File: src/rtl/oc8051_iram_bist_ctrl.sv
// March C- built-in self-test initiator for the 8051 internal RAM buffer.
// Drives the RAM read/write port pair, checks registered read data and captures the first failure.
module oc8051_iram_bist_ctrl #(
  parameter int         ADDR_W = 4,
  parameter logic [7:0] BG     = 8'h00
) (
  input  logic       clk,
  input  logic       rst,
  input  logic       start,
  output logic [7:0] ram_rd_addr,
  output logic       ram_rd_en,
  input  logic [7:0] ram_rd_data,
  output logic [7:0] ram_wr_addr,
  output logic [7:0] ram_wr_data,
  output logic       ram_wr,
  output logic       ram_wr_en,
  output logic       bist_busy,
  output logic       bist_done,
  output logic       bist_fail,
  output logic [2:0] fail_elem,
  output logic [7:0] fail_addr,
  output logic [7:0] fail_exp,
  output logic [7:0] fail_got
);

  localparam logic [ADDR_W-1:0] ADDR_LAST = {ADDR_W{1'b1}};
  localparam logic [2:0]        ELEM_LAST = 3'd5;

  typedef enum logic [1:0] {S_IDLE, S_RUN, S_DONE} state_t;

  state_t            state_q, state_d;
  logic [2:0]        elem_q, elem_d;
  logic [ADDR_W-1:0] addr_q, addr_d;
  logic              phase_q, phase_d;
  logic              done_q, done_d;
  logic              fail_q, fail_d;
  logic [2:0]        f_elem_q, f_elem_d;
  logic [7:0]        f_addr_q, f_addr_d;
  logic [7:0]        f_exp_q, f_exp_d;
  logic [7:0]        f_got_q, f_got_d;

  logic              running;
  logic              rd_cyc;
  logic              cmp_cyc;
  logic              mismatch;
  logic              last_addr;
  logic [ADDR_W-1:0] step_addr;
  logic [2:0]        elem_nxt;
  logic [7:0]        exp_data;

  function automatic logic elem_desc(input logic [2:0] e);
    return (e == 3'd3) || (e == 3'd4);
  endfunction

  function automatic logic [7:0] elem_exp(input logic [2:0] e);
    return ((e == 3'd2) || (e == 3'd4)) ? ~BG : BG;
  endfunction

  // Element 0 writes "0"; elements 1 and 3 write "1"; elements 2 and 4 write "0".
  function automatic logic [7:0] elem_wdata(input logic [2:0] e);
    return ((e == 3'd1) || (e == 3'd3)) ? ~BG : BG;
  endfunction

  always_comb begin
    running   = (state_q == S_RUN);
    rd_cyc    = running && (elem_q != 3'd0) && !phase_q;
    cmp_cyc   = running && (elem_q != 3'd0) && phase_q;
    exp_data  = elem_exp(elem_q);
    mismatch  = cmp_cyc && (ram_rd_data != exp_data);
    last_addr = elem_desc(elem_q) ? (addr_q == '0) : (addr_q == ADDR_LAST);
    step_addr = elem_desc(elem_q) ? (addr_q - ADDR_W'(1)) : (addr_q + ADDR_W'(1));
    elem_nxt  = elem_q + 3'd1;
  end

  // RAM port decode: reads only in R cycles, writes in element 0 and in passing C cycles.
  always_comb begin
    ram_rd_en   = rd_cyc;
    ram_rd_addr = rd_cyc ? 8'(addr_q) : 8'h00;
    ram_wr      = running &&
                  ((elem_q == 3'd0) || (cmp_cyc && (elem_q != ELEM_LAST) && !mismatch));
    ram_wr_en   = ram_wr;
    ram_wr_addr = ram_wr ? 8'(addr_q) : 8'h00;
    ram_wr_data = ram_wr ? elem_wdata(elem_q) : 8'h00;
  end

  always_comb begin
    state_d  = state_q;
    elem_d   = elem_q;
    addr_d   = addr_q;
    phase_d  = phase_q;
    done_d   = done_q;
    fail_d   = fail_q;
    f_elem_d = f_elem_q;
    f_addr_d = f_addr_q;
    f_exp_d  = f_exp_q;
    f_got_d  = f_got_q;
    case (state_q)
      S_IDLE, S_DONE: begin
        if (start) begin
          state_d  = S_RUN;
          elem_d   = 3'd0;
          addr_d   = '0;
          phase_d  = 1'b0;
          done_d   = 1'b0;
          fail_d   = 1'b0;
          f_elem_d = 3'd0;
          f_addr_d = 8'h00;
          f_exp_d  = 8'h00;
          f_got_d  = 8'h00;
        end
      end
      S_RUN: begin
        if (elem_q == 3'd0) begin
          if (last_addr) begin
            elem_d = 3'd1;
            addr_d = '0;
          end else begin
            addr_d = step_addr;
          end
        end else if (!phase_q) begin
          phase_d = 1'b1;
        end else if (mismatch) begin
          state_d  = S_DONE;
          phase_d  = 1'b0;
          done_d   = 1'b1;
          fail_d   = 1'b1;
          f_elem_d = elem_q;
          f_addr_d = 8'(addr_q);
          f_exp_d  = exp_data;
          f_got_d  = ram_rd_data;
        end else begin
          phase_d = 1'b0;
          if (!last_addr) begin
            addr_d = step_addr;
          end else if (elem_q == ELEM_LAST) begin
            state_d = S_DONE;
            done_d  = 1'b1;
          end else begin
            elem_d = elem_nxt;
            addr_d = elem_desc(elem_nxt) ? ADDR_LAST : '0;
          end
        end
      end
      default: state_d = S_IDLE;
    endcase
  end

  always_ff @(posedge clk) begin
    if (rst) begin
      state_q  <= S_IDLE;
      elem_q   <= 3'd0;
      addr_q   <= '0;
      phase_q  <= 1'b0;
      done_q   <= 1'b0;
      fail_q   <= 1'b0;
      f_elem_q <= 3'd0;
      f_addr_q <= 8'h00;
      f_exp_q  <= 8'h00;
      f_got_q  <= 8'h00;
    end else begin
      state_q  <= state_d;
      elem_q   <= elem_d;
      addr_q   <= addr_d;
      phase_q  <= phase_d;
      done_q   <= done_d;
      fail_q   <= fail_d;
      f_elem_q <= f_elem_d;
      f_addr_q <= f_addr_d;
      f_exp_q  <= f_exp_d;
      f_got_q  <= f_got_d;
    end
  end

  assign bist_busy = (state_q == S_RUN);
  assign bist_done = done_q;
  assign bist_fail = fail_q;
  assign fail_elem = f_elem_q;
  assign fail_addr = f_addr_q;
  assign fail_exp  = f_exp_q;
  assign fail_got  = f_got_q;

endmodule
File: config.mk
export PLATFORM = sky130hd
export DESIGN_NAME = oc8051_iram_bist_ctrl
export DESIGN_NICKNAME = d
export VERILOG_FILES = /design/src/rtl/oc8051_iram_bist_ctrl.sv
export SDC_FILE = /design/constraint.sdc
export NUM_CORES = 1
export LEC_CHECK = 0
export CAP_MARGIN = 40
export CORE_ASPECT_RATIO = 0.6
export CORE_UTILIZATION = 44
export CTS_CLUSTER_DIAMETER = 200
export DETAILED_ROUTE_END_ITERATION = 8
export GPL_ROUTABILITY_DRIVEN = 0
export GPL_TIMING_DRIVEN = 0
export HOLD_SLACK_MARGIN = 0.06
export PLACE_DENSITY = 0.82
export SLEW_MARGIN = 10
export SYNTH_ARGS = -nofsm -noshare
export SYNTH_HDL_FRONTEND = slang
export SYNTH_SLANG_ARGS = --single-unit
File: constraint.sdc
create_clock -name clk -period 3.2 [get_ports clk]
set_clock_uncertainty 0.1 [all_clocks]
set_input_delay 0.32 -clock clk [delete_from_list [all_inputs] [get_ports clk]]
set_output_delay 0.32 -clock clk [all_outputs]
set_load 0.03 [all_outputs]
* After elaboration in Yosys (flattened, before gate mapping) *
Cells that the tools add are included.
Widths: inputs -> output; s select.

word-level totals
  ROM bits = 0
  bits in writable memories = 0
  bits in registers = 39
  bits of input ports = 11
  bits in latches = 0
  memories = 0

cells by class
  $mul = 0
  multiplexer cells = 62
  divide/modulo/power cells = 0
  equality and inequality tests = 23
  order comparisons = 0
  bitwise operators = 0
  shift operators = 0
  reduce and logical (&&, ||, !) cells = 26
  add/sub/neg operators = 3

operator list
  operator             count
  $mux 8               13
  $pmux 8 s2           3
  $mux 4               11
  $mux 3               10
  $reduce_and 5->1     3
  $mux 1               12
  $mux 2               6
  $pmux 3 s2           2
  $reduce_and 6->1     2
  $eq 3x2->1 const B   3
  $eq 3x3->1 const B   3
  $ne 8x8->1           1
  $pmux 4 s2           1
  $logic_and 1x1->1    7
  $ne 2x2->1 const B   3
  $ne 3x1->1 const B   2
  $ne 3x2->1 const B   2
  $ne 3x3->1 const B   2
  $pmux 1 s2           3
  $logic_or 1x1->1     5
  $add 4x1->4 const B  1
  $eq 4x4->1 const B   1
  $logic_not 4->1      1
  $ne 2x1->1 const B   2
  14 further kinds     15

* Depth between registers and ports, before layout *
Gate-level depths: netlist of the first run.

  word-level depth = 10
  gate-level depth with buffers = 9

* Worst setup path before layout of the first run *
OpenSTA, ideal clock, no wires.

  path type = flip-flop to output port
  start point = reg state_q[1]
  end point = out ram_wr_data[1]
  stages on the path, launching flop included = 10
  buffers on the path = 3
  arrival time = 3639 ps
  data required time = 2780 ps
  path slack = -859 ps
  cell sequence = dfxtp_1 > nand2b_1 > buf_2 > clkinv_1 > nand3_1 > a211oi_2 > buf_4 > o21ai_2 > nor4b_1 > buf_4

between the ends
  longest elaborated chain between the ends = 9
  elaborated cells between the ends (all ways) = 10
  classes of those cells = eq/ne (1); mux (1); reduce/logical (8)

RTL lines
  item                            RTL line  text
  start, declared                 31        state_t state_q, state_d;
  start signal, assigned          161       state_q <= state_d;
  $eq 2x1->1 (*)                  --
  net bist_busy                   17        output logic bist_busy,
  $logic_and 1x1->1 (2 in a row)  67        cmp_cyc = running && (elem_q != 3'd0) && phase_q;
  $logic_and 1x1->1               69        mismatch = cmp_cyc && (ram_rd_data != exp_data);
  $logic_not 1->1                 80        ((elem_q == 3'd0) || (cmp_cyc && (elem_q != ELEM_LAST) && !mismatch));
  $logic_and 1x1->1               80
  $logic_or 1x1->1                80
  $logic_and 1x1->1 (*)           79        ram_wr = running &&
  $mux 8 (*)                      83        ram_wr_data = ram_wr ? elem_wdata(elem_q) : 8'h00;
  end, declared                   14        output logic [7:0] ram_wr_data,

The timed path passes the listed nets; every way through them passes the cells marked *.

* Worst setup path after layout of the first run *
  start point = in ram_rd_data[0]
  end point = out ram_wr_data[6]

between the ends
  longest elaborated chain between the ends = 7

RTL lines
  item               RTL line  text
  start, declared    12        input logic [7:0] ram_rd_data,
  $ne 8x8->1         69
  $logic_and 1x1->1  69
  $logic_not 1->1    80
  $logic_and 1x1->1  80
  $logic_or 1x1->1   80
  $logic_and 1x1->1  79
  $mux 8             83

No other way between the ends.

==> results of run 1 <==
worst register-to-register path: cells and delay by family (launching register included):
family | cells | cell delay [ps]
AOI/OAI and AO/OA | 2 | 380
adders and majority gates | 2 | 550
DFF | 1 | 420
muxes | 2 | 450
buffers and inverters | 1 | 160
and+or+nand+nor | 2 | 430
per-stage QoR:
step	setup slack, ps	total power, µW	instance area, µm²	TNS, ps
after floorplan	165	462	1840	0
after global placement	-598	504	2450	-5710
after detailed placement	-633	505	2450	-6100
after CTS	0.436	779	2580	0
after global routing	29.1	811	2580	0
final	119	780	2580	0
how the worst min path moves through the flow:
stage	startpoint	endpoint	slack, ps	depth (start not counted)
6_report	fail_got[2]	fail_got[2]	370	2
3_5_place_dp	fail_got[2]	fail_got[2]	360	2
4_1_cts	fail_got[2]	fail_got[2]	370	2
2_1_floorplan	ram_rd_data[0]	fail_got[0]	360	2
5_1_grt	fail_got[1]	fail_got[1]	400	2
3_3_place_gp	bist_fail	bist_fail	350	2
metal layers:
| layer | global-route usage [%] | part of all wire, % | up-vias | wire length, µm |
|---|---|---|---|---|
| li1 | - | - | 871 | - |
| met1 | 32.8 | 48 | 821 | 2240 |
| met2 | 32.7 | 44 | 57 | 2060 |
| met3 | 4.85 | 7.5 | 2 | 349 |
| met4 | 2.59 | 0.19 | 0 | 9 |
| met5 | 0 | 0 | - | 0 |
cell usage after synthesis, drive strengths merged:
cell type  instances
nand4              4
nand2             26
o2111ai            1
and2               4
nor2               9
nor3               2
o31ai              3
o21a               2
clkbuf             4
nand3b             1
a21oi             19
dfxtp             28
o21ai              3
xor2               1
nor2b              1
conb               1
fa                 1
buf               33
or2                2
nand3             21
a311oi             1
inv                5
nor4               2
nor4b              1
or4b               1
and3               4
or4                3
a211o              2
ha                 6
mux2               3
a2111oi            1
mux2i              8
a21o               2
nand2b            10
clkinv             1
a211oi             2
report_power, final:
| part | internal (µW) | switching [µW] | total (µW) |
|---|---|---|---|
| Combinational | 57.6 | 88.2 | 146 |
| Clock | 168 | 110 | 278 |
| Sequential | 351 | 4.88 | 356 |
cell families after synthesis:
| family | after synthesis |
|---|---|
| mux | 11 |
| buf+inv | 43 |
| other cells | 1 |
| xor+xnor | 1 |
| flops | 28 |
| compound gates | 36 |
| simple gates | 91 |
| fa+ha+maj | 7 |
sequential cells by signal, summed over array words and instances, names as in the netlist:
register / count
state_q: 2
phase_q: 1
fail_got: 8
bist_done: 1
elem_q: 3
addr_q: 4
fail_elem: 3
fail_addr: 4
bist_fail: 1
fail_exp: 1
placed cells by master, fill, tap and decap left out, drive strengths merged, types with 5 or more instances in the layout:
cell,n
dlygate4sd2,6
a21oi,19
ha,6
mux2i,8
inv,5
buf,43
nand2b,10
clkdlybuf4s50,41
clkbuf,8
nand2,26
nand3,21
conb,12
dfxtp,28
nor2,9
timing repair:
action                                  CTS  global route
gates cloned                              0             0
resized for setup                        42            16
pin swaps                                 2             1
hold buffers                              0             0
endpoints found under the setup margin   14             9
setup buffers                             3             0
endpoints found under the hold margin     0             0
cell type report:
cell class	instances	area, µm²	area share [%]
Clock buffer	3	41.3	1.60
Sequential cell	28	561	21.7
Timing Repair Buffer	58	537	20.8
Multi-Input combinational cell	158	1080	41.6
Tap cell	47	58.8	2.27
Clock inverter	1	30.0	1.16
Buffer	37	255	9.87
Inverter	6	26.3	1.02
==> results.toml, run 1 <==
[outcome]
run_status = "complete, but fails checks"
violations = "design-rule violations"

[yosys]
yosys.area_share.xor_xnor_pct = 0.491
syn_avg_cell_area_um2 = 8.19
synth_top_area_cell = "dfxtp_1"
synth_area_leaders = "dfxtp_1, buf_4, nand3_1"
synth_compound_gate_area_share_pct = 14.2
yosysTopAreaCellShare_pct = 31.4
mappedNetlistArea_um2 = 1790
synth_seq_cells = 28
netlist_instances = 218
multiplexer_area_fraction_after_synthesis_pct = 6.80
synthSimpleGateAreaFrac_pct = 26.0
post_synth_fa_ha_maj_area_fraction_pct = 5.33
synth_top_family_by_area = "simple AND/OR/NAND/NOR gates"
synth-seq-area-share_pct = 31.4
synth_cell_types = 42
yosys_warnings = 0

[clocking]
clk_path_buf_depth = 2
tritoncts.num_buffers = 3
tritoncts = "yes"
worstSkewPairLatency_ps = 280
clk_pin_slew_worst_paths_ps = 90
htree_num_levels = 1
ctsRootBufferMaster = "clkbuf_8"
clock_sinks = 28

[finish]
layout.filler_cells = 303
drive_above_1_share_pct = 23.4
layout_nets = 310
fraction_of_the_core_area_covered_by_cells_at_the_end_of_the_flow_pct = 68.7
antenna_cells_inserted = 0
post_layout_nonfiller_instances = 338
layout_stage_area_growth_over_the_synthesis_result_pct = 44.8

[grt]
grt_max_degree = 17
grt_antenna_before_repair = 0
grt_pass1_vias = 1521
first_pass_grt_wire_length_um = 7530
global_route.overflow_total = 0
gr-usage-all-layers_pct = 21.9

[floorplanning]
placeable_core_region_um2 = 3760
die_y_um = 51.3
std_cell_rows = 17
start_util_pct = 47.4
dieArea_um2 = 4330
floorplan.io_pins = 68
die_width_um = 84.2

[sta]
finalHoldViolCount = 0
slew_headroom_pct = 61.8
worst_pin_slew_ps = 569
fmaxAchievable_mhz = 325
setup_repair_after_global_routing_missed_its_margin = "no"
timing.final.max_slew_violations = 0
post-route-min-period_ps = 3080
finalHoldWorstSlack_ps = 372
period_share_pct = 96.3
report.final.setup_viol = 0

[setup_path]
setup.worst_path.class = "in2out"
worstSetupEndpointType = "output port"
r2r-end = "addr_q[3]"
path_buf_inv = 5
critical_path.startpoint = "ram_rd_data[0]"
crit_arrival_ps = 2660
regToRegSetupSlack_ps = 580
standard_cell_with_the_maximum_stage_delay_on_the_critical_path = "or4_4"
rr_startpoint = "elem_q[0]"
timing.reg2reg.worst_path_depth = 9
worstPathCellList = "clkdlybuf4s50_1, or4_4, nor2_4, a211oi_4, buf_4, o21ai_4, nor4b_4, buf_6, buf_4, buf_2"
critPathMaxFanout = 10
worst_path_largest_cell_delay_ps = 570
cp-endpoint = "ram_wr_data[6]"
timing.critical_path.depth = 10
startpoint_type = "input pin"
crit_required_ps = 2780
cp_top_family = "buffers and inverters"
crit_top_cell = "buf_4"

[power_and_ir_drop]
static-leakage-power_uw = 0.00108
power-per-cell-area_nw_per_um2 = 302
ir_worst_vdd_mv = 0.179

[detailed_routing]
vias = 1751
routed_via_density = 5.18
dr.first_iter.drc_count = 104
detail_route.wirelength_um = 4650
ant_nets = 0
drcViolationCount = 8
route.detailed.wl_per_inst_um = 13.8
drt_pre_antenna_iters = 6

[placed_design]
placed_cell_count = 331
dpl.hpwl_um = 3370
numPortBuffers = 55

[hold_path]
worstHoldPathType = "reg2reg"

[run]
drv_cap = 0
Power figures use the tool's default switching activity.
==> run 2, diff against run 1 <==
- CORE_UTILIZATION: 44 -> 47
- PLACE_DENSITY: 0.82 -> 0.87
- clock period: 3.2 -> 3.85 ns (I/O delays scaled with it)
==> run 2 against run 1 <==
Against the previous run:
- the flow now finishes without violations
- flip-flop and latch count unchanged
- via count down 0.51%
- global-route usage up 1.9 points
- combinational power down 18%
- total power down 24%
- clock-buffer cell count up 1
- sequential share of layout area up 0.31 points
- largest power group unchanged
==> results.toml, run 2 (same netlist as run 1, synthesis figures left out) <==
[grt]
use_met2_pct = 36.9
gr-usage-all-layers_pct = 23.7
global_route.overflow_total = 0
first_pass_grt_wire_length_um = 7380
grt_pass1_vias = 1568
grt-busiest-layer = "met2"
gr-usage-met3_pct = 6.30
grt_antenna_before_repair = 0
grt_max_degree = 16
grtUsageMet1_pct = 33.6

[sta]
report.final.setup_viol = 0
slew_headroom_pct = 54.5
postLayoutSetupSlackWorst_ps = 222
setup_repair_after_global_routing_missed_its_margin = "no"
timing.final.max_slew_violations = 0
fmaxAchievable_mhz = 276
finalHoldViolCount = 0
finalHoldWorstSlack_ps = 361
period_share_pct = 94.2
final.setup.tns_ps = 0
worst_pin_slew_ps = 677
post-route-min-period_ps = 3630

[finish]
largest_reg_flops = 8
layout_nets = 309
antenna_cells_inserted = 0
most-common-layout-cells = "clkdlybuf4s50_1, buf_4, dfxtp_1"
layout_stage_area_growth_over_the_synthesis_result_pct = 42.7
drive_above_1_share_pct = 17.9
commonest_non_fill_non_tap_cell_in_the_layout = "clkdlybuf4s50_1"

[clocking]
tritoncts.num_buffers = 3
ctsRootBufferMaster = "clkbuf_8"
clock_sinks = 28
htree_num_levels = 1
worstSkewPairLatency_ps = 270
cts_hold_buf = 0
clk_pin_slew_worst_paths_ps = 90
tritoncts = "yes"
clk_path_buf_depth = 2

[placed_design]
dpl.hpwl_um = 3490
preCtsSetupSlack_ps = -315
numPortBuffers = 55

[power_and_ir_drop]
power.clock.fraction_pct = 30.2
power_switching_share_pct = 27.6
p_int_uw = 432
static-leakage-power_uw = 0.00116
portion_of_total_power_attributed_to_sequential_cells_pct = 49.7
combinationalPowerShare_pct = 20.1
power-per-cell-area_nw_per_um2 = 234
power_switching_uw = 165
ir_worst_vdd_mv = 0.185

[setup_path]
startpoint_type = "input pin"
cp_top_family = "buffers and inverters"
setup.worst_path.class = "in2out"
worstSetupEndpointType = "output port"
crit_required_ps = 3370
critPathMaxFanout = 10
regToRegSetupSlack_ps = 1150
path_buf_inv = 4
worst_path_largest_cell_delay_ps = 650
rr_startpoint = "elem_q[0]"
worstPathCellList = "clkdlybuf4s50_1, or4_1, nor2_1, a211oi_2, buf_4, o21ai_2, and2_1, buf_4, clkdlybuf4s50_1"
crit_arrival_ps = 3140
standard_cell_with_the_maximum_stage_delay_on_the_critical_path = "clkdlybuf4s50_1"
r2r-end = "addr_q[3]"
timing.reg2reg.worst_path_depth = 9

[floorplanning]
die_width_um = 81.6
dieArea_um2 = 4060
placeable_core_region_um2 = 3440
die_y_um = 49.7
start_util_pct = 51.9
floorplan.io_pins = 68
std_cell_rows = 16

[run]
drv_cap = 0

[hold_path]
timing.hold.worst_endpoint = "bist_fail"
hold_path_startpoint = "bist_fail"
worstHoldPathType = "reg2reg"
worst_hold_path.num_cells = 2

[detailed_routing]
drcViolationCount = 0
vias = 1742
drt_pre_antenna_iters = 4
dr.first_iter.drc_count = 228
ant_nets = 0
routed_via_density = 5.20
detail_route.wirelength_um = 4670
route.detailed.wl_per_inst_um = 13.9

[outcome]
run_status = "complete, no violations"
run 2: cell count changes in the layout (fill, tap and decap cells not counted), sizes merged:
cell and change:
bufinv -1, dlygate4sd2 -6, clkdlybuf4s50 +6, dlymetal6s2s +8, buf -8, clkinvlp -1
clkinv +1
run 2: repair_timing:
action,4_1_cts,5_1_grt
pin swaps,0,0
endpoints found under the setup margin,8,8
setup buffers,2,0
gates resized for setup,2,9
run 2: area by class of cell:
type / instances / area, µm²
sequential: 28 / 561
fill: 267 / 895
buffer: 37 / 255
timing repair buffer: 57 / 586
clock buffer: 4 / 55.1
inverter: 6 / 22.5
tap: 45 / 56.3
multi-input combinational: 158 / 1010
run 2: through the flow:
step           std cells  power [µW]  utilization (%)  area, µm²
2_1_floorplan        229         383                -       1830
3_3_place_gp         329         418             70.9       2440
3_5_place_dp         329         420             70.9       2440
4_1_cts              335         598             73.3       2520
5_1_grt              335         622             74.0       2550
6_report             335         596             74.0       2550
run 2: worst max path at each step:
stage	depth (start not counted)	to	from	slack (ps)
final	9	ram_wr_en	ram_rd_data[4]	220
after global routing	9	ram_wr_en	ram_rd_data[4]	60
after CTS	10	ram_wr_data[5]	ram_rd_data[4]	9
after detailed placement	9	ram_wr_data[3]	ram_rd_data[4]	-310
after global placement	9	ram_wr_data[5]	ram_rd_data[4]	-270
after floorplan	9	ram_wr_data[1]	state_q[1]	450
run 2: power by group through the flow:
stage | combinational [µW] | sequential, µW | clock (µW)
after global placement | 115 | 303 | 0
after floorplan | 81.7 | 302 | 0
after global routing | 128 | 297 | 197
final | 120 | 296 | 180
after CTS | 119 | 296 | 183
after detailed placement | 117 | 303 | 0
run 2: per-layer routing:
layer	vias to the layer above	share of wire, %
met3	0	10
met2	83	43
met4	0	0
li1	868	-
met1	791	47
met5	-	0
run 2: tightest hold or removal path, cell delays in order (launching register included):
cell and delay [ps]:
dfxtp_1 320, nand2_1 50, a21oi_1 50
